===== config.mk =====
export PLATFORM = sky130hd
export DESIGN_NAME = ysyx_23060187_ifu_fetch
export DESIGN_NICKNAME = d
export VERILOG_FILES = /design/src/rtl/ysyx_23060187_ifu_fetch.sv
export SDC_FILE = /design/constraint.sdc
export NUM_CORES = 1
export LEC_CHECK = 0
export CAP_MARGIN = 40
export CORE_ASPECT_RATIO = 1.1
export CORE_MARGIN = 10
export CORE_UTILIZATION = 49
export CTS_BUF_LIST = sky130_fd_sc_hd__clkbuf_16
export DETAILED_ROUTE_END_ITERATION = 6
export GPL_TIMING_DRIVEN = 0
export PLACE_DENSITY = 0.89
export SLEW_MARGIN = 10
export SYNTH_ARGS = -nofsm -noshare
export SYNTH_HDL_FRONTEND = slang
export SYNTH_SLANG_ARGS = --single-unit

===== constraint.sdc =====
create_clock -name clk -period 5.45 [get_ports clk]
set_input_delay 1.09 -clock clk [delete_from_list [all_inputs] [get_ports clk]]
set_output_delay 1.09 -clock clk [all_outputs]
set_load 0.005 [all_outputs]

===== src/rtl/ysyx_23060187_ifu_fetch.sv =====
// Instruction fetch stage: holds the PC, issues one instruction read per instruction,
// hands the word to the IDU and waits for the writeback next-PC before fetching again.
module ysyx_23060187_ifu_fetch #(
    parameter logic [31:0] RESET_PC = 32'h8000_0000,
    parameter int          TIMEOUT  = 16,
    parameter int          CNT_W    = 32
) (
    input  logic             clk,
    input  logic             rst,
    output logic             mem_req_valid,
    output logic [31:0]      mem_req_addr,
    input  logic             mem_req_ready,
    input  logic             mem_resp_valid,
    input  logic [31:0]      mem_resp_data,
    input  logic             mem_resp_err,
    output logic             mem_resp_ready,
    output logic [31:0]      IFU_inst,
    output logic [31:0]      IFU_pc,
    output logic             IFU_fault,
    output logic             IFU_IDU_valid,
    input  logic             IDU_IFU_ready,
    input  logic             WBU_IFU_valid,
    input  logic [31:0]      WBU_next_pc,
    output logic [CNT_W-1:0] perf_fetch_cnt,
    output logic [CNT_W-1:0] perf_stall_cnt,
    output logic [1:0]       dbg_state
);

    // Handshakes: a transfer happens on a rising edge where valid and ready are both high.
    // A valid, once raised, holds its payload stable until that transfer.

    typedef enum logic [1:0] {
        S_REQ       = 2'd0,
        S_WAIT_RESP = 2'd1,
        S_SEND      = 2'd2,
        S_WAIT_PC   = 2'd3
    } state_t;

    localparam int              TO_W    = (TIMEOUT > 1) ? $clog2(TIMEOUT) : 1;
    localparam logic [TO_W-1:0] TO_LAST = TO_W'(TIMEOUT - 1);
    localparam logic [31:0]     NOP     = 32'h0000_0013;

    state_t          r_state;
    state_t          w_state_nxt;
    logic [31:0]     r_pc;
    logic [TO_W-1:0] r_to_cnt;
    logic [31:0]     r_inst;
    logic [31:0]     r_inst_pc;
    logic            r_fault;
    logic            r_valid;
    logic [CNT_W-1:0] r_fetch_cnt;
    logic [CNT_W-1:0] r_stall_cnt;

    logic w_req_fire;
    logic w_resp_take;
    logic w_timeout;
    logic w_handshake;
    logic w_pc_load;

    always_comb begin
        w_state_nxt = r_state;
        w_req_fire  = 1'b0;
        w_resp_take = 1'b0;
        w_timeout   = 1'b0;
        w_handshake = 1'b0;
        w_pc_load   = 1'b0;
        case (r_state)
            S_REQ: begin
                if (mem_req_ready) begin
                    w_req_fire  = 1'b1;
                    w_state_nxt = S_WAIT_RESP;
                end
            end
            S_WAIT_RESP: begin
                // A response arriving on the last allowed cycle still beats the timeout.
                if (mem_resp_valid) begin
                    w_resp_take = 1'b1;
                    w_state_nxt = S_SEND;
                end else if (r_to_cnt == TO_LAST) begin
                    w_timeout   = 1'b1;
                    w_state_nxt = S_SEND;
                end
            end
            S_SEND: begin
                if (IDU_IFU_ready) begin
                    w_handshake = 1'b1;
                    w_state_nxt = S_WAIT_PC;
                end
            end
            S_WAIT_PC: begin
                if (WBU_IFU_valid) begin
                    w_pc_load   = 1'b1;
                    w_state_nxt = S_REQ;
                end
            end
            default: w_state_nxt = S_REQ;
        endcase
    end

    always_ff @(posedge clk or negedge rst) begin
        if (!rst) begin
            r_state     <= S_REQ;
            r_pc        <= RESET_PC;
            r_to_cnt    <= '0;
            r_inst      <= '0;
            r_inst_pc   <= '0;
            r_fault     <= 1'b0;
            r_valid     <= 1'b0;
            r_fetch_cnt <= '0;
            r_stall_cnt <= '0;
        end else begin
            r_state <= w_state_nxt;

            if (w_pc_load) begin
                r_pc <= WBU_next_pc;
            end

            if (w_req_fire) begin
                r_to_cnt <= '0;
            end else if (r_state == S_WAIT_RESP && !w_resp_take && !w_timeout) begin
                r_to_cnt <= r_to_cnt + 1'b1;
            end

            if (w_resp_take) begin
                r_inst    <= mem_resp_data;
                r_inst_pc <= r_pc;
                r_fault   <= mem_resp_err;
                r_valid   <= 1'b1;
            end else if (w_timeout) begin
                r_inst    <= NOP;
                r_inst_pc <= r_pc;
                r_fault   <= 1'b1;
                r_valid   <= 1'b1;
            end else if (w_handshake) begin
                r_valid   <= 1'b0;
            end

            if (w_handshake) begin
                r_fetch_cnt <= r_fetch_cnt + CNT_W'(1);
            end
            if (r_state == S_REQ || r_state == S_WAIT_RESP) begin
                r_stall_cnt <= r_stall_cnt + CNT_W'(1);
            end
        end
    end

    assign mem_req_valid  = (r_state == S_REQ);
    assign mem_req_addr   = r_pc;
    assign mem_resp_ready = (r_state == S_WAIT_RESP);
    assign IFU_inst       = r_inst;
    assign IFU_pc         = r_inst_pc;
    assign IFU_fault      = r_fault;
    assign IFU_IDU_valid  = r_valid;
    assign perf_fetch_cnt = r_fetch_cnt;
    assign perf_stall_cnt = r_stall_cnt;
    assign dbg_state      = r_state;

endmodule


# Word-level counts from Yosys, hierarchy flattened

Index checks and enable logic that the tools add are counted.

Bits in registers: 168
Latch bits: 0
Bits in writable memories: 0
Memory bits (read-only): 0
Input port bits: 71
Output and inout port bits: 166
Word-level logic and storage cells: 58
Memories: 0

Add/sub/neg operators: 3
Multiply operators: 0
Div/mod/pow operators: 0
Magnitude comparators: 0
Equality and inequality tests: 8
Shifts and indexed selects: 0
Multiplexer cells: 28
Bitwise gates (word level): 0
Reduce and logical (&&, ||, !) cells: 10

Operators with widths:

| cell                    | count |
|---|---|
| $mux W32                | 4 |
| $add A32 B1 Y32 const B | 2 |
| $mux W1                 | 16 |
| $mux W2                 | 5 |
| $mux W4                 | 2 |
| $pmux W2 S4             | 1 |
| $add A4 B1 Y4 const B   | 1 |
| $eq A2 B2 Y1 const B    | 2 |
| $eq A4 B4 Y1 const B    | 1 |
| $ne A2 B2 Y1 const B    | 2 |
| $reduce_and A4 Y1       | 1 |
| $reduce_bool A2 Y1      | 2 |
| $ne A3 B2 Y1 const B    | 1 |
| $reduce_bool A3 Y1      | 1 |
| $eq A2 B1 Y1 const B    | 1 |
| $logic_and A1 B1 Y1     | 2 |
| $logic_not A1 Y1        | 2 |
| $logic_not A2 Y1        | 1 |
| $ne A2 B1 Y1 const B    | 1 |
| $logic_or A1 B1 Y1      | 1 |

# Depth between registers and ports, before layout

Depth after elaboration: 8
Gate-level depth with buffers: 8
Depth with buffers taken out: 6

# Worst setup path before layout

No wires, ideal clock.

Kind: input port to flip-flop
From: input IDU_IFU_ready
To: register r_fetch_cnt[27], in the netlist perf_fetch_cnt[27]
Setup time: 0.124 ns
Arrival time: 1.949 ns
Data required time: 5.326 ns
Slack: 3.377 ns
Stages on the path: 5
Path buffers: 1
Path through: nand2_1 > nor4_2 > buf_4 > nand4_1 > xnor2_1

Cells in the longest elaborated chain, start to end: 2

Ends and longest elaborated chain:

| element              | RTL line | RTL |
|---|---|---|
| from (decl)          | 21       | `input logic IDU_IFU_ready,` |
| $mux W1              | 85       | `if (IDU_IFU_ready) begin` |
| $mux W1              | 67       | `case (r_state)` |
| to (signal assigned) | 139      | `r_fetch_cnt <= r_fetch_cnt + CNT_W'(1);` |
| to (decl)            | 51       | `logic [CNT_W-1:0] r_fetch_cnt;` |

Every way passes these cells.
A chain may end at the register's enable or synchronous reset.

# Worst setup path in the final report

From: register r_state[1], in the netlist dbg_state[1]
To: output mem_resp_ready

Cells in the longest elaborated chain, start to end: 1

Ends and longest elaborated chain:

| element                | RTL line | RTL |
|---|---|---|
| from (decl)            | 43       | `state_t r_state;` |
| from (signal assigned) | 112      | `r_state <= w_state_nxt;` |
| $eq A2 B1 Y1           | 149      | `assign mem_resp_ready = (r_state == S_WAIT_RESP);` |
| to (decl)              | 16       | `output logic mem_resp_ready,` |

Every way passes these cells.

==> reports/results.ini <==
[routing]
drcViolationCount = 0
wl_per_cell_um = 20.3
wirelength_um = 20900
via_count = 5446
viasPerCell = 5.30
dr.pass1.iters = 4
drt-initial-drc-count = 393
antenna_left = 0

[power_and_ir_drop]
vdd_drop_max_v = 0.000304
pwr_density_cell_nw_per_um2 = 490
power_leakage_uw = 0.00454
combPwrFrac = 0.361
p_int_uw = 3460
switchingPower_uw = 1490
pwr-share-seq = 0.401
power_frac_clock = 0.238
swShare = 0.301

[sta]
skew_ns = 0.00890
setup_violations = 0
hold_viol_final = 0
max-slew-margin-rel = 0.426
fin_crit_sh = 0.512
worst_slew_pin_slew_ns = 0.853
drv_slew = 0
rsz0062_at_grt = false
min_period_ns = 2.79
setup_ws_ns = 2.66
fmax_ghz = 0.358
tns_ns = 0

[cts]
tritoncts = done
cts.path.max_buffers = 2
clock_sinks = 168
cts_resized = 0
clk_latency_ns = 0.42
clk_pin_slew_ns = 0.06
htreeDepth = 4
post-cts-setup-buffer-count = 0
cts_root_buf = clkbuf_16
cts_buffers = 17
hold_buffers = 0

[yosys]
synth_edf_count = 0
ys_seq_elements = 168
syn-num-nets = 649
ys_seq_area_frac = 0.610
syn_area_per_cell_um2 = 12.1
synthFlopType = dfrtp_1
syn_area_um2 = 6890
yosysWarnings = 0
syn_inst = 570
async_reset_ff_frac = 1.00
ys_types = 43

[layout]
instances_no_fill = 1027
area_growth_pct = 46.5
diodes = 0
layout_common_cells = 235 x clkdlybuf4s50_1, 167 x dfrtp_1, 122 x nand2_1
regArea_um2 = 4210
nets = 905
multi_input_area_um2 = 2550
post-route-cell-area_um2 = 10100
fillers = 946
drive_above_1_share = 0.104
layout_commonest_cell = clkdlybuf4s50_1

[placed_design]
dpl_cell_area_um2 = 9520
io_buffers = 236
dp_cells = 995
pre_cts_slack_ns = 2.48
place_congestion = 0.798
hpwlAfterDp_um = 15700

[hold_path]
hold_depth = 2
min-delay-start = IFU_pc[27]$_DFFE_PN0P_
min_path_type = reg -> reg
whs_endpoint = IFU_pc[27]$_DFFE_PN0P_

[global_routing]
grt_pass1_vias = 5952
grt_max_degree = 101
overflow = 0
grtUsageTotal = 0.218
grt_pass1_wl_um = 33000
antenna_found_initial = 0

[floorplanning]
die-area_um2 = 19200
die_h_um = 144
num_rows = 45
die_x_um = 133
initial_core_util = 0.500
ios = 237
core_um2 = 13800

[worst_setup_path]
path_class = reg -> out
r2r_slack_ns = 3.28
crit_required_ns = 4.36
crit_path_start_kind = flip-flop
timing.rr.end = perf_stall_cnt[29]$_DFFE_PN0P_
worstSetupEndpointType = primary output
r2r-start = dbg_state[0]$_DFFE_PN0P_
cp.arrival_ns = 1.70
r2r_cells = 7
crit_fanout = 5

[job]
maxCapViolations = 0

[status]
status = finished, final reports clean

## power by group through the flow
stage | Sequential, uW | Clock (uW) | Combinational, uW
global route | 2030 | 1260 | 1930
detailed placement | 1990 | 0 | 1800
finish | 1980 | 1180 | 1780
floorplan | 1960 | 0 | 641
CTS | 1980 | 1190 | 1830
global placement | 1950 | 0 | 1740
## routing by layer
layer  global-route usage  up-vias  wire length (um)
met3               0.0739       30              1660
li1                     -     2473                 -
met2                0.383      197             10900
met1                0.240     2746              7830
met5                    0        -                 0
met4               0.0811        0               482
## worst max-delay path by stage
stage | startpoint | end | slack (ns) | depth (start not counted)
after floorplan | IDU_IFU_ready | perf_fetch_cnt[27]$_DFFE_PN0P_ | 3.38 | 5
after global placement | rst | perf_stall_cnt[6]$_DFFE_PN0P_ | -3.07 | 1
after detailed placement | mem_resp_valid | IFU_pc[11]$_DFFE_PN0P_ | 2.48 | 7
after CTS | dbg_state[0]$_DFFE_PN0P_ | mem_req_valid | 2.63 | 3
after global routing | dbg_state[1]$_DFFE_PN0P_ | mem_resp_ready | 2.55 | 3
final | dbg_state[1]$_DFFE_PN0P_ | mem_resp_ready | 2.66 | 3
## metrics by stage
stage / total power (uW) / utilization / hold WS, ns
final: 4940 / 0.732 / 0.476
after global routing: 5220 / 0.732 / 0.496
after CTS: 5000 / 0.732 / 0.478
after detailed placement: 3790 / 0.690 / 0.463
after global placement: 3690 / 0.688 / 0.460
after floorplan: 2600 / - / 0.468
## area by class of cell
cell class / instances / share of cell area
Sequential cell: 168 / 0.416
Multi-Input combinational cell: 373 / 0.253
Timing Repair Buffer: 237 / 0.237
Clock buffer: 17 / 0.0421
Tap cell: 188 / 0.0233
Clock inverter: 15 / 0.0149
Buffer: 22 / 0.0109
Inverter: 7 / 0.00260
## cells by family (layout without fill, tap and decap cells)
| group | Yosys count | in the layout | synth area share |
|---|---|---|---|
| flops | 168 | 168 | 0.610 |
| fa+ha+maj | 8 | 8 | 0.0145 |
| simple gates | 222 | 222 | 0.164 |
| compound gates | 41 | 41 | 0.0494 |
| xor+xnor | 65 | 65 | 0.0826 |
| buf+inv | 29 | 298 | 0.0198 |
| mux | 37 | 37 | 0.0601 |
## registers in the layout, summed over array words and instances (netlist names)
signal	cells
dbg_state	2
IFU_fault	1
perf_stall_cnt	32
IFU_inst	32
IFU_pc	32
mem_req_addr	32
perf_fetch_cnt	32
r_to_cnt	4
IFU_IDU_valid	1
## cells in the mapped netlist, drive strengths merged, types with 2 or more instances
cell,n,area share
ha,8,0.015
nor4,8,0.012
nand4,24,0.027
nand2b,2,0.0018
mux2i,2,0.0029
nor3,5,0.0036
nor2,13,0.0071
and2,3,0.0027
a21oi,4,0.0029
a22o,29,0.037
dfrtp,167,0.61
xor2,18,0.023
xnor2,47,0.060
nand2,122,0.066
mux2,35,0.057
inv,7,0.0038
clkbuf,8,0.0060
buf,14,0.010
and4,5,0.0064
and3,10,0.0093
nand3,23,0.017
o22a,4,0.0051
## critical path, stage by stage, from the launching register on
cell and delay, ns:
dfrtp_1 0.42, inv_1 0.12, ha_1 0.19, clkdlybuf4s50_1 0.56
No activity file was read; power rests on OpenSTA's default activity.
